==> config.mk <==
export PLATFORM = sky130hd
export DESIGN_NAME = pipeir_skid
export DESIGN_NICKNAME = d
export VERILOG_FILES = /design/src/rtl/pipeir_skid.sv
export SDC_FILE = /design/constraint.sdc
export NUM_CORES = 1
export LEC_CHECK = 0
export CAP_MARGIN = 30
export CORE_MARGIN = 3
export CORE_UTILIZATION = 51
export DETAILED_ROUTE_END_ITERATION = 8
export GPL_ROUTABILITY_DRIVEN = 0
export PLACE_DENSITY_LB_ADDON = 0.08
export SYNTH_ARGS = -nofsm -noshare
export SYNTH_HDL_FRONTEND = slang
export SYNTH_SLANG_ARGS = --single-unit
export TNS_END_PERCENT = 100
==> constraint.sdc <==
create_clock -name clk -period 5.95 [get_ports clk]
set_input_delay 1.19 -clock clk [delete_from_list [all_inputs] [get_ports clk]]
set_output_delay 1.19 -clock clk [all_outputs]
set_load 0.02 [all_outputs]
==> src/rtl/pipeir_skid.sv <==
// rtl/pipeir_skid.sv - IF/ID pipeline register with valid/ready handshake, one-entry skid and flush.
// Optional stall/flush perf counters are enabled by defining PIPEIR_SKID_PERF_EN.
module pipeir_skid #(
  parameter int PCW = 32,
  parameter int IW  = 32,
  parameter logic [IW-1:0] NOP_INST = '0
`ifdef PIPEIR_SKID_PERF_EN
  , parameter int CW = 16
`endif
) (
  input  logic           clk,
  input  logic           clr,
  input  logic           in_valid,
  output logic           in_ready,
  input  logic [PCW-1:0] in_pc4,
  input  logic [IW-1:0]  in_inst,
  input  logic           flush,
  output logic           out_valid,
  input  logic           out_ready,
  output logic [PCW-1:0] out_pc4,
  output logic [IW-1:0]  out_inst
`ifdef PIPEIR_SKID_PERF_EN
  , output logic [CW-1:0] stall_cnt,
  output logic [CW-1:0]  flush_cnt
`endif
);

  typedef enum logic [1:0] {S_EMPTY = 2'd0, S_FULL = 2'd1, S_SKID = 2'd2} state_t;

  state_t         r_state;
  state_t         w_next;
  logic [PCW-1:0] r_main_pc4;
  logic [IW-1:0]  r_main_inst;
  logic [PCW-1:0] r_skid_pc4;
  logic [IW-1:0]  r_skid_inst;
  logic           w_accept;
  logic           w_xfer;

  assign w_accept = in_valid & in_ready;
  assign w_xfer   = out_valid & out_ready;

  always_ff @(posedge clk or posedge clr) begin
    if (clr) r_state <= S_EMPTY;
    else     r_state <= w_next;
  end

  always_comb begin
    w_next = r_state;
    if (flush) begin
      w_next = S_EMPTY;
    end else begin
      case (r_state)
        S_EMPTY: if (w_accept) w_next = S_FULL;
        S_FULL: begin
          if (w_xfer && !w_accept)      w_next = S_EMPTY;
          else if (!w_xfer && w_accept) w_next = S_SKID;
        end
        S_SKID:  if (w_xfer) w_next = S_FULL;
        default: w_next = S_EMPTY;
      endcase
    end
  end

  // Outputs are gated by state, so stale main data never leaks while empty.
  always_comb begin
    in_ready  = (r_state != S_SKID);
    out_valid = (r_state != S_EMPTY);
    out_pc4   = (r_state != S_EMPTY) ? r_main_pc4 : '0;
    out_inst  = (r_state != S_EMPTY) ? r_main_inst : NOP_INST;
  end

  always_ff @(posedge clk or posedge clr) begin
    if (clr) begin
      r_main_pc4  <= '0;
      r_main_inst <= NOP_INST;
      r_skid_pc4  <= '0;
      r_skid_inst <= NOP_INST;
    end else if (!flush) begin
      case (r_state)
        S_EMPTY: begin
          if (w_accept) begin
            r_main_pc4  <= in_pc4;
            r_main_inst <= in_inst;
          end
        end
        S_FULL: begin
          if (w_accept && w_xfer) begin
            r_main_pc4  <= in_pc4;
            r_main_inst <= in_inst;
          end else if (w_accept) begin
            r_skid_pc4  <= in_pc4;
            r_skid_inst <= in_inst;
          end
        end
        S_SKID: begin
          if (w_xfer) begin
            r_main_pc4  <= r_skid_pc4;
            r_main_inst <= r_skid_inst;
          end
        end
        default: ;
      endcase
    end
  end

`ifdef PIPEIR_SKID_PERF_EN
  logic [CW-1:0] r_stall_cnt;
  logic [CW-1:0] r_flush_cnt;

  always_ff @(posedge clk or posedge clr) begin
    if (clr) begin
      r_stall_cnt <= '0;
      r_flush_cnt <= '0;
    end else begin
      if (out_valid && !out_ready && (r_stall_cnt != '1))
        r_stall_cnt <= r_stall_cnt + CW'(1);
      if (flush && (r_state != S_EMPTY) && (r_flush_cnt != '1))
        r_flush_cnt <= r_flush_cnt + CW'(1);
    end
  end

  assign stall_cnt = r_stall_cnt;
  assign flush_cnt = r_flush_cnt;
`endif

endmodule

Word level (Yosys, flattened, before mapping)

Cells that the tools add are included.

$add $sub $neg: 0
Order comparisons: 0
Equal/unequal tests: 9
Multipliers: 0
Muxes and demuxes: 16
Reductions and logical operators: 11
Divide/modulo/power cells: 0
Shifts and indexed selects: 0
Bitwise operators: 4

Operator list:

| operator             | number |
|---|---|
| $mux W32             | 8 |
| $pmux W32 S3         | 2 |
| $mux W2              | 5 |
| $ne A2 B2 Y1 const B | 4 |
| $ne A3 B3 Y1 const B | 2 |
| $pmux W2 S3          | 1 |
| $reduce_and A5 Y1    | 1 |
| $ne A4 B4 Y1 const B | 1 |
| $reduce_and A4 Y1    | 1 |
| $logic_and A1 B1 Y1  | 3 |
| $reduce_and A3 Y1    | 1 |
| $reduce_bool A3 Y1   | 1 |
| $and A1 B1 Y1        | 2 |
| $eq A2 B1 Y1 const B | 1 |
| $eq A2 B2 Y1 const B | 1 |
| $logic_not A1 Y1     | 2 |
| $logic_not A2 Y1     | 1 |
| $not A1 Y1           | 2 |
| $reduce_bool A2 Y1   | 1 |

Latch bits: 0
Output and inout bits: 66
Bits in read-only memories: 0
RAM bits: 0
Input bits: 69
Memories kept: 0
Register bits after elaboration: 130

Depth between registers and ports, before layout

Gate-level depths: netlist of the first run.

Depth after elaboration: 8
Mapped depth: 5

Least setup slack after synthesis of the first run

OpenSTA, ideal clock, no wires.

Path kind: reg2out
Start point: register r_state[1]
End point: output out_inst[0]
Setup slack: 3.492 ns
Path buffers: 2
Stages on the path, launching flop included: 5
Required time: 4.760 ns
Arrival: 1.268 ns
Cell sequence: dfrtp_1 nor2_1 clkbuf_1 clkbuf_1 nor2b_1

Longest elaborated chain between the ends: 2

RTL lines:

| item                   | line | RTL |
|---|---|---|
| start, declared        | 30   | `state_t r_state;` |
| start signal, assigned | 44   | `else r_state <= w_next;` |
| $reduce_bool A2 Y1     | 69   | `out_inst = (r_state != S_EMPTY) ? r_main_inst : NOP_INST;` |
| $mux W32               | 69   |  |
| end, declared          | 21   | `output logic [IW-1:0] out_inst` |

Every way passes these cells.

Final worst setup path of the first run

Start point: register r_state[1]
End point: output out_inst[16]

Same word-level chain as after synthesis.

==> impl_metrics.toml, run 1 <==
[drt]
final_antenna_net_count = 0
via_count = 3782
route.detailed.drc = 0
dr.first_iter.drc_count = 150
routed_via_density = 5.27
first_pass_iters = 4
finalWirelength_um = 12500
wl_per_cell_um = 17.4

[layout]
area_delta_synth_final_pct = 32.8
n_antenna_cell = 0
finish.instance_area_um2 = 8110
finish.net_count = 631
final.fill_count = 828
drive_above_1_share = 0.398

[placed_design]
dpl_worst_slack_ns = 2.42
place.port_buffers = 134
detailed_place_hpwl_um = 7960
placed_cell_area_um2 = 7500

[sta]
min_period_over_period = 0.653
post_layout_worst_setup_margin_ns = 2.06
maxSlewViolCount = 0
fin_tns_setup_ns = 0
worst_slew_pin_slew_ns = 0.995
rsz0062_at_grt = "no"
timing.fmax_ghz = 0.257
max-slew-margin-rel = 0.337
number_of_hold_violations_in_the_final_report = 0
fin_skew_ns = 0.00688
setup_violations = 0
finalWorstPathRequiredPeriod_ns = 3.89

[cts]
clock_tree.buffer_depth = 2
clk_latency_ns = 0.41
tritoncts = "built"
cts_hold_buf = 0
cts-htree-levels = 4
cts-buffers-inserted = 17
clockRootBuffer = "clkbuf_16"
post_cts_repair_resize_count = 0
post-cts-setup-buffer-count = 0
clk_pin_slew_worst_paths_ns = 0.05
cts.sinks = 130

[critical_path]
crit_path_start_kind = "register"
critical_path_required_ns = 4.76
timing_worst_setup_path_type = "reg2out"
crit_arrival_ns = 2.70
rrSetupSlack_ns = 3.71
endpoint_kind = "primary output"
critical_path_peak_fanout = 35

[global_route]
first_global_vias = 4163
global_route_total_overflow = 0
grt.met2_usage = 0.329
top_usage_layer = "met2"
global_route.usage.met3 = 0.0668
grt_max_degree = 75
grt_pass1_wl_um = 20500
grt_util_all_layers = 0.201
grt_use_met1 = 0.249
antenna_found_initial = 0

[power_and_ir_drop]
p_per_area_nw_per_um2 = 341
total_net_switching_power_uw = 678
switching_share = 0.245
ir_drop_mv = 0.266
share_comb_of_total_power = 0.208
totalPowerFinal_mw = 2.77
seqPwrFrac = 0.437
share_of_power_burned_in_the_clock_network = 0.354
power.internal_mw = 2.09
leakage_nw = 3.34

[synthesis]
ys_seq_elements = 130
avgSynthCellArea_um2 = 14.2
synth_cell_types = 20
netlist_area_um2 = 6100
synth_warnings = 0
cells_after_synth = 430
ys_seq_area_frac = 0.533
synth.net_count = 499

[die]
floorplan.core_area_um2 = 11600
die_width_um = 115
start_util = 0.528
die_height_um = 115
core.rowCount = 39
boundaryPins = 135
die-area_um2 = 13300

[run]
maxCapViolCount = 0

[run_status]
status = "complete, no violations"

[worst_hold_path]
holdCritPathClass = "reg2reg"
==> registers in the layout (all words and copies together), names as in the netlist <==
register	count
r_main_inst	32
r_main_pc4	32
r_skid_inst	32
r_skid_pc4	32
r_state	2
==> layout by cell type (no fill, tap or decap), drive strengths merged <==
| master | synthesis | routed |
|---|---|---|
| buf | 18 | 6 |
| dfrtp | 130 | 130 |
| nand2 | 3 | 3 |
| a21oi | 2 | 2 |
| nand3b | 1 | 1 |
| inv | 2 | 2 |
| mux2 | 192 | 192 |
| o21a | 1 | 1 |
| clkbuf | 9 | 29 |
| nor3b | 1 | 1 |
| o22a | 1 | 1 |
| clkinv | 0 | 3 |
| a211oi | 1 | 1 |
| nor2b | 65 | 65 |
| clkdlybuf4s50 | 0 | 134 |
| nor2 | 2 | 2 |
| nand2b | 2 | 2 |
==> final cells by class <==
cell class / instances / area, µm² / share of cell area
Multi-Input combinational cell: 271 / 2680 / 0.331
Inverter: 2 / 10.0 / 0.00123
Clock inverter: 3 / 15.0 / 0.00185
Tap cell: 143 / 179 / 0.0221
Clock buffer: 29 / 561 / 0.0691
Timing Repair Buffer: 140 / 1410 / 0.173
Sequential cell: 130 / 3250 / 0.401
==> cells by family after synthesis <==
| logic type | count (synthesis) | synth area share |
|---|---|---|
| buffers and inverters | 29 | 0.0309 |
| muxes | 192 | 0.354 |
| DFF | 130 | 0.533 |
| AOI/OAI and AO/OA | 5 | 0.00738 |
| and+or+nand+nor | 74 | 0.0746 |
==> critical path: stages, from the launching register on <==
cell             delay (ns)
dfrtp_1                0.49
nor2_4                 0.64
buf_4                  0.49
nor2b_1                0.10
clkdlybuf4s50_1        0.55
==> stage by stage <==
| stage | std cells | hold slack [ns] | utilization |
|---|---|---|---|
| 2_1_floorplan | 430 | 0.450 | - |
| 3_3_place_gp | 685 | 0.461 | 0.649 |
| 3_5_place_dp | 685 | 0.474 | 0.649 |
| 4_1_cts | 717 | 0.486 | 0.699 |
| 5_1_grt | 718 | 0.492 | 0.701 |
| 6_report | 718 | 0.485 | 0.701 |
==> cells in the mapped netlist <==
cell type	instances	area, µm²
nand3b_1	1	7.51
nor2_1	2	7.51
clkbuf_1	9	33.8
dfrtp_1	130	3250
inv_1	2	7.51
buf_4	13	97.6
nor2b_1	64	400
o22a_1	1	8.76
nor2b_2	1	8.76
nand2_1	3	11.3
a211oi_1	1	7.51
mux2_1	4	45.0
buf_2	1	5.00
a21oi_1	1	5.00
o21a_1	1	7.51
nor3b_1	1	7.51
mux2_2	188	2120
nand2b_1	2	12.5
a21oi_4	1	16.3
buf_6	4	45.0
==> power by group through the flow <==
| stage | combinational [mW] | sequential [mW] | clock [mW] |
|---|---|---|---|
| final | 0.576 | 1.21 | 0.980 |
| after global routing | 0.624 | 1.24 | 1.05 |
| after CTS | 0.584 | 1.21 | 1.00 |
| after detailed placement | 0.580 | 1.22 | 0 |
| after global placement | 0.562 | 1.21 | 0 |
| after floorplan | 0.388 | 1.18 | 0 |
==> worst paths after layout <==
| path | from | end | cells past startpoint |
|---|---|---|---|
| setup / recovery | r_state[1] | out_inst[16] | 4 |
| hold / removal | r_main_pc4[10] | r_main_pc4[10] | 1 |
| setup reg to reg | r_state[1] | r_main_pc4[1] | 5 |
| hold reg to reg | r_main_pc4[10] | r_main_pc4[10] | 1 |
| max in group asynchronous | clr | r_skid_pc4[31] | 4 |
| min in group asynchronous | clr | r_skid_inst[9] | 2 |
==> routing by layer <==
layer  part of all wire  routed length, µm
met1               0.43               5350
met2               0.50               6250
met3              0.056                701
met4              0.016                194
met5                  0                  0
Note: power is estimated with default switching activity, not from simulation.
==> inputs of run 2 (changes only) <==
CORE_UTILIZATION = 46   (was 51)
clock period = 3.1 ns   (was 5.95 ns; I/O delays follow)
==> impl_metrics.toml, run 2 (synthesis gave the netlist of run 1 again) <==
[power_and_ir_drop]
share_of_power_burned_in_the_clock_network = 0.357
switching_share = 0.244
seqPwrFrac = 0.433
ir_drop_mv = 0.473
leakage_nw = 3.35
p_per_area_nw_per_um2 = 650
power.internal_mw = 4.03
share_comb_of_total_power = 0.210
total_net_switching_power_mw = 1.30

[sta]
finalWorstPathRequiredPeriod_ns = 2.77
post_layout_worst_setup_margin_ns = 0.330
rsz0062_at_grt = "no"
final.hold.worst_slack_ns = 0.479
maxSlewViolCount = 0
number_of_hold_violations_in_the_final_report = 0
setup_violations = 0
min_period_over_period = 0.893
fin_skew_ns = 0.0113
max-slew-margin-rel = 0.540
fin_tns_setup_ns = 0
timing.fmax_ghz = 0.361
worst_slew_pin_slew_ns = 0.690

[drt]
dr.first_iter.drc_count = 133
finalWirelength_um = 12900
via_count = 3797
routed_via_density = 5.06
wl_per_cell_um = 17.1
final_antenna_net_count = 0
route.detailed.drc = 0
first_pass_iters = 4

[layout]
layout.cells.most_common = "mux2_2"
drive_above_1_share = 0.399
final.fill_count = 975
n_antenna_cell = 0
postLayoutCoreUtil = 0.642
final_cell_mix = "mux2_2 (188), clkdlybuf4s50_1 (134), dfrtp_1 (130)"
final_cells = 751
area_delta_synth_final_pct = 34.3
finish.net_count = 635

[die]
die-area_um2 = 14700
boundaryPins = 135
core.rowCount = 41
die_height_um = 121
die_width_um = 121
floorplan.core_area_um2 = 12800
start_util = 0.478

[cts]
clock_tree.buffer_depth = 2
cts-htree-levels = 4
cts-buffers-inserted = 17
post-cts-setup-buffer-count = 0
post_cts_repair_resize_count = 0
clk_latency_ns = 0.41
clk_pin_slew_worst_paths_ns = 0.05
cts_hold_buf = 0
cts.sinks = 130
tritoncts = "built"
clockRootBuffer = "clkbuf_16"

[critical_path]
crit_arrival_ns = 2.15
endpoint_kind = "primary output"
critical_path_required_ns = 2.48
crit_path_start_kind = "register"
timing_worst_setup_path_type = "reg2out"
worst_r2r_path_depth = 4
rrSetupSlack_ns = 1.03
critical_path_peak_fanout = 36

[global_route]
grt_util_all_layers = 0.187
first_global_vias = 4173
grt_max_degree = 131
grt_pass1_wl_um = 21100
antenna_found_initial = 0
global_route_total_overflow = 0

[run]
maxCapViolCount = 0

[placed_design]
numPlacedInstances = 719
place.port_buffers = 134
dpl_worst_slack_ns = 0.420
detailed_place_hpwl_um = 8280

[worst_hold_path]
holdCritPathClass = "reg2reg"
worst_hold_path.num_cells = 1

[run_status]
status = "complete, no violations"
run 2: layout make-up:
class	count	area, µm²	area share
Clock buffer	28	527	0.0642
Clock inverter	4	45.0	0.00549
Sequential cell	130	3250	0.397
Tap cell	172	215	0.0262
Multi-Input combinational cell	271	2680	0.327
Timing Repair Buffer	144	1470	0.179
Inverter	2	11.3	0.00137
run 2: final timing paths:
check	endpoint	start
min reg2reg	r_main_pc4[8]	r_main_pc4[8]
min	r_main_pc4[8]	r_main_pc4[8]
min in group asynchronous	r_skid_inst[26]	clr
max reg2reg	r_main_pc4[9]	r_state[0]
max in group asynchronous	r_skid_pc4[16]	clr
max	out_inst[4]	r_state[1]
run 2: layer usage:
layer  part of all wire  routed length (µm)  track usage
met1               0.45                5770        0.234
met2               0.48                6180        0.304
met3              0.063                 806       0.0704
met4             0.0076                  98       0.0588
met5                  0                   0            0
run 2: critical path, cell delays in order, from the launching register on:
cell,delay [ns]
dfrtp_1,0.52
nor2_4,0.07
buf_4,0.27
nor2b_1,0.24
clkdlybuf4s50_1,0.64
run 2: through the flow:
stage	area [µm²]	total power, mW
after floorplan	6110	3.02
after global placement	7630	3.41
after detailed placement	7630	3.47
after CTS	8200	5.40
after global routing	8200	5.61
final	8200	5.33
run 2: power by group through the flow:
stage	clock network, mW	logic [mW]	registers (mW)
after global placement	0	1.10	2.31
after floorplan	0	0.745	2.27
after global routing	2.03	1.21	2.37
after detailed placement	0	1.13	2.34
after CTS	1.95	1.14	2.31
final	1.90	1.12	2.31
